<file path="config.mk">
export PLATFORM = sky130hd
export DESIGN_NAME = mant_div24
export DESIGN_NICKNAME = d
export VERILOG_FILES = /design/src/rtl/mant_div_pkg.sv /design/src/rtl/mant_div_sub.sv /design/src/rtl/mant_div24.sv
export SDC_FILE = /design/constraint.sdc
export NUM_CORES = 1
export LEC_CHECK = 0
export ABC_AREA = 1
export ABC_CLOCK_PERIOD_IN_PS = 11400
export CELL_PAD_IN_SITES_DETAIL_PLACEMENT = 1
export CELL_PAD_IN_SITES_GLOBAL_PLACEMENT = 1
export CORE_MARGIN = 3
export CORE_UTILIZATION = 39
export DETAILED_ROUTE_END_ITERATION = 6
export GPL_TIMING_DRIVEN = 0
export PLACE_DENSITY_LB_ADDON = 0.1
export SLEW_MARGIN = 20
export SYNTH_ARGS = -nofsm -noshare
export SYNTH_HDL_FRONTEND = slang
export SYNTH_SLANG_ARGS = --single-unit
</file>
<file path="constraint.sdc">
create_clock -name clk -period 11.4 [get_ports clk]
set_clock_uncertainty 0.1 [all_clocks]
set_input_delay 2.28 -clock clk [delete_from_list [all_inputs] [get_ports clk]]
set_output_delay 2.28 -clock clk [all_outputs]
set_load 0.02 [all_outputs]
</file>
<file path="src/rtl/mant_div_pkg.sv">
// ---------------------------------------------------------------------------
// mant_div_pkg
// Shared constants for the mantissa divider: the default operand width,
// the IDLE/CALC/DONE state encoding and the iteration counter width.
// ---------------------------------------------------------------------------
package mant_div_pkg;

    localparam int DEF_WIDTH = 24;

    localparam logic [1:0] STATE_IDLE = 2'd0;
    localparam logic [1:0] STATE_CALC = 2'd1;
    localparam logic [1:0] STATE_DONE = 2'd2;

    // The counter must be able to represent 0..w, so it is sized from w+1.
    function automatic int cntWidth(input int w);
        return $clog2(w + 1);
    endfunction

    localparam int DEF_CNT_W = cntWidth(DEF_WIDTH);

endpackage

</file>
<file path="src/rtl/mant_div_sub.sv">
// ---------------------------------------------------------------------------
// mant_div_sub
// Ripple-carry subtractor used for the trial subtraction of the divider.
// difference = minuend - subtrahend (modulo 2^N), borrow = minuend < subtrahend.
//
// Ports:
//   minuend     in  N   value subtracted from
//   subtrahend  in  N   value being subtracted
//   difference  out N   minuend - subtrahend
//   borrow      out 1   high when the subtraction underflows
// ---------------------------------------------------------------------------
module mant_div_sub #(
    parameter int N = 25
) (
    input  logic [N-1:0] minuend,
    input  logic [N-1:0] subtrahend,
    output logic [N-1:0] difference,
    output logic         borrow
);

    logic [N-1:0] subInv;
    logic [N:0]   carry;

    // Two's complement subtraction: add the inverted subtrahend with a
    // carry-in of one. A missing carry-out means the result borrowed.
    assign subInv   = ~subtrahend;
    assign carry[0] = 1'b1;

    for (genvar i = 0; i < N; i++) begin : gFullAdd
        assign difference[i] = minuend[i] ^ subInv[i] ^ carry[i];
        assign carry[i+1]    = (minuend[i] & subInv[i]) | (carry[i] & (minuend[i] ^ subInv[i]));
    end

    assign borrow = ~carry[N];

endmodule

</file>
<file path="src/rtl/mant_div24.sv">
// ---------------------------------------------------------------------------
// mant_div24
// Multi-cycle unsigned restoring divider for floating-point mantissas.
// One quotient bit is produced per clock; a division takes WIDTH cycles in
// CALC followed by one DONE cycle. Division by zero finishes immediately
// with q = all ones, r = a and div_by_zero set.
//
// Optional feature: define MANT_DIV_STICKY_EN to register a sticky bit
// (final remainder nonzero) alongside the result. Without it the sticky
// port is tied low.
//
// Ports:
//   clk          in  1      clock, rising edge
//   rst          in  1      synchronous active-high reset
//   start        in  1      request a division (sampled in IDLE only)
//   a            in  WIDTH  dividend
//   b            in  WIDTH  divisor
//   busy         out 1      state is not IDLE
//   done         out 1      one-cycle result-valid pulse
//   q            out WIDTH  quotient
//   r            out WIDTH  remainder
//   div_by_zero  out 1      last result came from b == 0
//   sticky       out 1      last remainder nonzero (rounding aid)
// ---------------------------------------------------------------------------
module mant_div24
    import mant_div_pkg::*;
#(
    parameter int WIDTH = DEF_WIDTH
) (
    input  logic             clk,
    input  logic             rst,
    input  logic             start,
    input  logic [WIDTH-1:0] a,
    input  logic [WIDTH-1:0] b,
    output logic             busy,
    output logic             done,
    output logic [WIDTH-1:0] q,
    output logic [WIDTH-1:0] r,
    output logic             div_by_zero,
    output logic             sticky
);

    localparam int                 CNT_W    = cntWidth(WIDTH);
    localparam logic [CNT_W-1:0]   LAST_CNT = CNT_W'(WIDTH - 1);

    logic [1:0]       state_q, state_d;
    logic [CNT_W-1:0] cnt_q,   cnt_d;
    logic [WIDTH:0]   rem_q,   rem_d;
    logic [WIDTH-1:0] dvd_q,   dvd_d;
    logic [WIDTH-1:0] div_q,   div_d;
    logic [WIDTH-1:0] quo_q,   quo_d;
    logic [WIDTH-1:0] rmd_q,   rmd_d;
    logic             dbz_q,   dbz_d;

    logic [WIDTH:0]   trial;
    logic [WIDTH:0]   diff;
    logic             borrow;
    logic [WIDTH:0]   remNext;
    logic [WIDTH-1:0] dvdNext;
    logic             lastIter;
    logic             unusedRemMsb;

    // One restoring step: bring the next dividend bit into the partial
    // remainder and try to subtract the divisor. The remainder stays below
    // the divisor, so its top bit is always zero before the shift and the
    // shifted value fits in WIDTH+1 bits.
    assign trial = {rem_q[WIDTH-1:0], dvd_q[WIDTH-1]};

    mant_div_sub #(.N(WIDTH + 1)) u_sub (
        .minuend    (trial),
        .subtrahend ({1'b0, div_q}),
        .difference (diff),
        .borrow     (borrow)
    );

    // The dividend register doubles as the quotient register: dividend bits
    // leave at the top while quotient bits enter at the bottom.
    assign remNext      = borrow ? trial : diff;
    assign dvdNext      = {dvd_q[WIDTH-2:0], ~borrow};
    assign lastIter     = (state_q == STATE_CALC) && (cnt_q == LAST_CNT);
    assign unusedRemMsb = rem_q[WIDTH] ^ remNext[WIDTH];

    // Next-state logic for the FSM, datapath and result registers.
    always_comb begin
        state_d = state_q;
        cnt_d   = cnt_q;
        rem_d   = rem_q;
        dvd_d   = dvd_q;
        div_d   = div_q;
        quo_d   = quo_q;
        rmd_d   = rmd_q;
        dbz_d   = dbz_q;
        case (state_q)
            STATE_IDLE: begin
                if (start) begin
                    if (b == '0) begin
                        quo_d   = '1;
                        rmd_d   = a;
                        dbz_d   = 1'b1;
                        state_d = STATE_DONE;
                    end else begin
                        dvd_d   = a;
                        div_d   = b;
                        rem_d   = '0;
                        cnt_d   = '0;
                        dbz_d   = 1'b0;
                        state_d = STATE_CALC;
                    end
                end
            end
            STATE_CALC: begin
                rem_d = remNext;
                dvd_d = dvdNext;
                cnt_d = cnt_q + 1'b1;
                if (lastIter) begin
                    quo_d   = dvdNext;
                    rmd_d   = remNext[WIDTH-1:0];
                    cnt_d   = '0;
                    state_d = STATE_DONE;
                end
            end
            STATE_DONE: begin
                state_d = STATE_IDLE;
            end
            default: begin
                state_d = STATE_IDLE;
            end
        endcase
    end

    // State and datapath registers with synchronous reset.
    always_ff @(posedge clk) begin
        if (rst) begin
            state_q <= STATE_IDLE;
            cnt_q   <= '0;
            rem_q   <= '0;
            dvd_q   <= '0;
            div_q   <= '0;
            quo_q   <= '0;
            rmd_q   <= '0;
            dbz_q   <= 1'b0;
        end else begin
            state_q <= state_d;
            cnt_q   <= cnt_d;
            rem_q   <= rem_d;
            dvd_q   <= dvd_d;
            div_q   <= div_d;
            quo_q   <= quo_d;
            rmd_q   <= rmd_d;
            dbz_q   <= dbz_d;
        end
    end

`ifdef MANT_DIV_STICKY_EN
    logic sticky_q, sticky_d;

    // Sticky follows the remainder that is published with the result; for
    // a divide-by-zero the published remainder is the dividend itself.
    always_comb begin
        sticky_d = sticky_q;
        if ((state_q == STATE_IDLE) && start && (b == '0)) begin
            sticky_d = (a != '0);
        end else if (lastIter) begin
            sticky_d = (remNext[WIDTH-1:0] != '0);
        end
    end

    // Sticky register, cleared with the rest of the result.
    always_ff @(posedge clk) begin
        if (rst) begin
            sticky_q <= 1'b0;
        end else begin
            sticky_q <= sticky_d;
        end
    end

    assign sticky = sticky_q;
`else
    assign sticky = 1'b0;
`endif

    assign busy        = (state_q != STATE_IDLE);
    assign done        = (state_q == STATE_DONE);
    assign q           = quo_q;
    assign r           = rmd_q;
    assign div_by_zero = dbz_q;

endmodule

</file>
## Word-level counts from Yosys, hierarchy flattened

Index checks and enable logic that the tools add are counted.
W data, S select, Z words.

- Bits in registers: 128
- Logic and storage cells: 175

- Add/subtract/negate cells: 1
- Equality and inequality tests: 7
- Multiplexer cells: 24
- Bitwise logic cells: 125
- Reductions and logical operators: 10

Operators by type and width:

| kind | count |
|---|---|
| $mux W24 | 11 |
| $pmux W24 S2 | 4 |
| $and A1 B1 Y1 | 49 |
| $xor A1 B1 Y1 | 48 |
| $not A24 Y25 | 1 |
| $or A1 B1 Y1 | 25 |
| $logic_not A24 Y1 | 1 |
| $mux W5 | 3 |
| $pmux W5 S2 | 1 |
| $ne A2 B2 Y1 const B | 4 |
| $mux W2 | 3 |
| $reduce_and A3 Y1 | 2 |
| $add A5 B1 Y5 const B | 1 |
| $eq A5 B5 Y1 const B | 1 |
| $pmux W2 S2 | 1 |
| $reduce_and A2 Y1 | 2 |
| $reduce_and A4 Y1 | 1 |
| $reduce_bool A2 Y1 | 2 |
| $eq A2 B1 Y1 const B | 1 |
| $eq A2 B2 Y1 const B | 1 |
| $logic_not A2 Y1 | 1 |
| $not A1 Y1 | 2 |
| $logic_and A1 B1 Y1 | 1 |
| $mux W1 | 1 |

## Depth between registers and ports, before layout

- Depth in word-level cells: 54
- Mapped depth: 38

## Cells and area by module

Synthesis repeated with hierarchy kept, for this count alone.

- Cells, all modules: 1,048
- Area total of the unflattened synthesis: 6,960.4 µm²

Modules (own cells, without submodules):

| module | times used | cells each | area an instance (µm²) |
|---|---|---|---|
| mant_div24 | 1 | 972 | 6,276.0 |
| mant_div_sub | 1 | 76 | 684.4 |

## Least setup slack after synthesis

Ideal clock, no wire load.

- Path type: flip-flop to flip-flop
- Start: register dvd_q[23]
- End: register rmd_q[10], in the netlist r[10]
- Arrival time: 9.527 ns
- Data required time: 11.185 ns
- Setup slack: 1.658 ns
- Stages on the path, launching flop included: 39
- Clock period less this slack: 9.742 ns
- Cell sequence: dfxtp_1 -> inv_1 -> ha_1 -> inv_1 -> fa_1 -> fa_1 -> fa_1 -> fa_1 -> fa_1 -> fa_1 -> fa_1 -> fa_1 -> fa_1 -> fa_1 -> fa_1 -> fa_1 -> fa_1 -> inv_1 -> [... 3 more ...] -> fa_1 -> fa_1 -> fa_1 -> fa_1 -> fa_1 -> fa_1 -> inv_1 -> fa_1 -> fa_1 -> nand2_1 -> buf_2 -> buf_2 -> nand2_1 -> nand2_1 -> a21oi_1 -> nand3_1 -> nand2_1 -> nor2_1

- Cells in the longest elaborated chain, start to end: 53

Ends and longest elaborated chain:

| item | RTL line | source |
|---|---|---|
| from (decl) | mant_div24.sv:49 | `logic [WIDTH-1:0] dvd_q, dvd_d;` |
| from (signal assigned) | mant_div24.sv:146 | `dvd_q <= dvd_d;` |
| $and A1 B1 Y1 / $xor A1 B1 Y1 (equally long branches) | mant_div_sub.sv:31 | `assign carry[i+1] = (minuend[i] & subInv[i]) \| (carry[i] & (minuend[i] ^ subInv[i]));` |
| $or A1 B1 Y1 (*) | mant_div_sub.sv:31 |  |
| $and A1 B1 Y1 (*) | mant_div_sub.sv:31 |  |
| $or A1 B1 Y1 (*) | mant_div_sub.sv:31 |  |
| $and A1 B1 Y1 (*) | mant_div_sub.sv:31 |  |
| $or A1 B1 Y1 (*) | mant_div_sub.sv:31 |  |
| $and A1 B1 Y1 (*) | mant_div_sub.sv:31 |  |
| $or A1 B1 Y1 (*) | mant_div_sub.sv:31 |  |
| [... 37 more ...] | - |  |
| $or A1 B1 Y1 | mant_div_sub.sv:31 |  |
| $and A1 B1 Y1 | mant_div_sub.sv:31 |  |
| $or A1 B1 Y1 | mant_div_sub.sv:31 |  |
| $and A1 B1 Y1 | mant_div_sub.sv:31 |  |
| $or A1 B1 Y1 | mant_div_sub.sv:31 |  |
| $mux W24 (*) | mant_div24.sv:78 | `assign remNext = borrow ? trial : diff;` |
| $mux W24 (*) | mant_div24.sv:115 | `if (lastIter) begin` |
| $pmux W24 S2 (*) | mant_div24.sv:93 | `case (state_q)` |
| to (signal assigned) | mant_div24.sv:149 | `rmd_q <= rmd_d;` |
| to (decl) | mant_div24.sv:52 | `logic [WIDTH-1:0] rmd_q, rmd_d;` |

Mark *: on every way between the ends. The rest lies on a longest branch, timed or not. The select of a mux whose other input is x is not followed.
A chain may end at the register's enable or synchronous reset.

## Worst setup path after layout

- Start: register dvd_q[23]
- End: register rmd_q[9], in the netlist r[9]

- Cells in the longest elaborated chain, start to end: 53

Ends and longest elaborated chain:

| item | RTL line |
|---|---|
| $and A1 B1 Y1 / $xor A1 B1 Y1 (equally long branches) | mant_div_sub.sv:31 |
| $or A1 B1 Y1 (*) | mant_div_sub.sv:31 |
| $and A1 B1 Y1 (*) | mant_div_sub.sv:31 |
| $or A1 B1 Y1 (*) | mant_div_sub.sv:31 |
| $and A1 B1 Y1 (*) | mant_div_sub.sv:31 |
| $or A1 B1 Y1 (*) | mant_div_sub.sv:31 |
| $and A1 B1 Y1 (*) | mant_div_sub.sv:31 |
| $or A1 B1 Y1 (*) | mant_div_sub.sv:31 |
| [... 37 more ...] | - |
| $or A1 B1 Y1 | mant_div_sub.sv:31 |
| $and A1 B1 Y1 | mant_div_sub.sv:31 |
| $or A1 B1 Y1 | mant_div_sub.sv:31 |
| $and A1 B1 Y1 | mant_div_sub.sv:31 |
| $or A1 B1 Y1 | mant_div_sub.sv:31 |
| $mux W24 (*) | mant_div24.sv:78 |
| $mux W24 (*) | mant_div24.sv:115 |
| $pmux W24 S2 (*) | mant_div24.sv:93 |

Marked as above.

==> results.txt <==
- The congestion estimate from routability-driven global placement came to between 0.8 and 0.9.
* Kind of path behind the tightest hold check: flip-flop to flip-flop
- Leakage power total: between 3 and 4 nW
* Max Freq: roughly 93 MHz
- Post-cts hold buffer count: 0
* Arr. time, crit path: about 11 ns
- Number of global-route vias before repair: approximately 6600
- A synthesized cell averages just under 7 µm².
- Internal power comes to ~0.92 mW.
- The worst hold path was traced through 2 stages.
- The number of cells on the worst reg-to-reg path is 38.
* Switching portion of total power: approximately 32%
- TritonCTS built the clock tree.
* Clock sink total: 128
- Number of nets in the final layout: roughly 1100
- The area growth from synthesis to layout is 28.14%.
- The detailed router finished its first iteration with ~310 violations.
* Worst vdd ir: between 0.09 and 0.1 mV
- Post-Layout Inst Area: 8444 µm²
* Cell area after technology mapping: around 6600 µm²
* Die area: around 18000 µm²
- Area of the core region: ~16000 µm²
* Data required, critical path: 11.63 ns
- The endpoint identified for the worst register-to-register timing path is r[9].
- The worst register-to-register path begins at dvd_q[23].
- Largest net degree at the start of global routing: 17
* Crit path launch type: flip-flop
* Number of max-cap violations: 0
- The count of buffers added on input and output ports is roughly 100.
- Of the total power, the clock network draws 39.5%.
- The final count of pins violating max slew was 0.
* RSZ-0062 raised after global routing: false
- The flow ran to the end, and the final reports show no timing, DRC or antenna violations.
* Synth Register Bits: about 130
- Wire length of the first global-routing pass: between 30000 and 40000 µm
- The setup path with the least slack is of type flip-flop to flip-flop.
- The startpoint identified for the worst hold timing path is q[11].
- At the later pin of the worst-skew pair, clock insertion delay measures ~0.44 ns.
* Post-layout minimum cycle time: 10.78 ns
- Vias after detailed routing: ~6500
- Placed cell areas: roughly 7900 µm²
* Worst Hold End: q[11]
* Flop pwr share: 36.9%
* Number of antenna violations at the first check in global routing: 0
- Ports placed on the boundary: 103
* Deepest clock path buffer count: 2
- Post-synth cell types: 23
* NetSw: around 0.43 mW
- Width of the die: 136.0 µm
* Final-report setup violation count: 0
* Tot Pwr: approximately 1.4 mW
* Power share of the combinational group: 23.6%
- Global-route congestion overflow total: 0
- The floorplan step set the die height to 136.0 µm.
- After synthesis, flip-flops and latches occupy between 30% and 40% of the total area.
- The number of gates resized after CTS was 0.
- DRC violation count after routing: 0
* Final worst-path cycle share: 94.53%
* Master cell of the clock root buffer: sky130_fd_sc_hd__clkbuf_16
* Syn_nets: 1026
- In the routed layout, each cell is associated on average with a via count of 5.002.
- In the final layout, the share of cells above drive strength 1 is under 10%.
- Worst Hold Slack: about 0.34 ns
* TNS Setup: 0 ns
* Number of warnings printed during yosys synthesis: 0
- Worst slew margin: between 50% and 60%
- HPWL after detailed placement: around 16000 µm
* R2R Setup Slk: roughly 0.62 ns
- The detail route stage leaves a number of antenna-violating nets equal to 0.
* Overall routing resource usage: 23.66%
- The count of endpoints failing hold in the final timing report was 0.
- The H-tree generated during clock tree synthesis spans 4 levels.
* Average wire per standard cell: 16.24 µm
- Synthesis produced a netlist whose cell count is 950.
- For this configuration, the core starts out at a cell density of 40.60%.
- Routed WL: ~21000 µm
- STA classifies the critical path endpoint as a flip-flop.
- # diodes: 0
* Placement row count: 46
- Post-Route Utilization: between 50% and 60%
- For this design, the slowest cell found on the critical path is sky130_fd_sc_hd__fa_1.
- Transition time at the pin with the least slew margin: around 0.6 ns
* Number of buffers added by the clock tree synthesis step: 17
- The first detailed-routing pass ran for 4 iterations.
- Clock slew at reported path FFs: roughly 0.060 ns
* Cell with the most instances on the worst path: sky130_fd_sc_hd__fa_1
- Pwr per Cell Area: approximately 160 nW/µm²
- Number of buffers inserted by post-CTS setup repair: 0
- Maximum fanout along the worst path: 10
- For this run, the slowest stage of the critical path takes approximately 0.43 ns.
[Yosys cell counts, drive strengths merged]
cell type / number / share of area [%]
a21oi: 126 / 9.6
buf: 47 / 3.7
clkbuf: 21 / 1.2
conb: 1 / 0.057
dfxtp: 128 / 39
fa: 23 / 7.0
ha: 2 / 0.38
inv: 112 / 6.4
nand2: 160 / 9.2
nand3: 123 / 9.3
nand4: 2 / 0.19
nor2: 148 / 8.8
o2111ai: 1 / 0.13
o21ai: 32 / 2.5
o21bai: 23 / 2.6
or2: 1 / 0.095
[layout by cell type, fill, tap and decap left out, types with 23 or more instances in the layout]
cell type | Yosys | final
sky130_fd_sc_hd__a21oi_1 | 126 | 126
sky130_fd_sc_hd__clkdlybuf4s50_1 | 0 | 101
sky130_fd_sc_hd__dfxtp_1 | 128 | 128
sky130_fd_sc_hd__fa_1 | 23 | 23
sky130_fd_sc_hd__inv_1 | 109 | 109
sky130_fd_sc_hd__nand2_1 | 158 | 158
sky130_fd_sc_hd__nand3_1 | 123 | 123
sky130_fd_sc_hd__nor2_1 | 145 | 145
sky130_fd_sc_hd__o21ai_0 | 31 | 31
sky130_fd_sc_hd__o21bai_1 | 23 | 23
[how the worst max path moves through the flow]
stage / to / cells past startpoint / slack (ns) / from
after floorplan: r[10] / 38 / 1.66 / dvd_q[23]
after global placement: r[8] / 38 / 0.84 / dvd_q[23]
after detailed placement: r[8] / 37 / 0.73 / div_q[0]
after CTS: r[9] / 38 / 0.64 / dvd_q[23]
after global routing: r[8] / 38 / 0.20 / dvd_q[23]
final: r[9] / 38 / 0.62 / dvd_q[23]
[power groups by stage]
stage | Sequential, mW | Clock (mW) | Combinational [mW]
2_1_floorplan | 0.525 | 0 | 0.182
3_3_place_gp | 0.509 | 0 | 0.311
3_5_place_dp | 0.511 | 0 | 0.318
4_1_cts | 0.501 | 0.544 | 0.322
5_1_grt | 0.505 | 0.562 | 0.361
6_report | 0.501 | 0.537 | 0.320
[per-layer routing]
metal	up-vias	wire, µm	global-route usage, %
met1	3055	9246	29.73
li1	3255	-	-
met3	36	1118	4.404
met5	-	0	0
met4	0	545	9.798
met2	152	10190	39.99
[cells by family after synthesis]
logic type	synth area share (%)
AOI/OAI and AO/OA	14.81
adders and majority gates	7.367
buffers and inverters	11.30
DFF	38.88
other	0.05690
and+or+nand+nor	27.59
[flip-flops by register name, indices dropped and copies added (netlist names)]
register and cells:
r 24, q 24, cnt_q 5, div_by_zero 1, rem_q 24, dvd_q 24, div_q 24, state_q 2
[layout make-up]
cell class	instances	area [µm²]
clock inverter	14	143.9
buffer	68	324.1
sequential	128	2562
timing repair buffer	101	1011
inverter	112	420.4
tap	216	270.3
fill	2145	7786
clock buffer	18	429.2
multi-input combinational	642	3283
[through the flow]
| stage | instances | setup WS (ns) |
|---|---|---|
| floorplan | 950 | 1.658 |
| CTS | 1299 | 0.6399 |
| detailed placement | 1267 | 0.7293 |
| finish | 1299 | 0.6236 |
| global placement | 1267 | 0.8422 |
| global route | 1299 | 0.1950 |
[worst max-delay path, delay by kind of cell, from the launching register on]
kind / cells / cell delay (ns)
adder cells (fa/ha/maj): 24 / 8.74
AND/OR/NAND/NOR: 6 / 0.55
buffers and inverters: 7 / 0.73
AO/OA/AOI/OAI: 1 / 0.27
flip-flops: 1 / 0.30
Power figures use the tool's default switching activity.
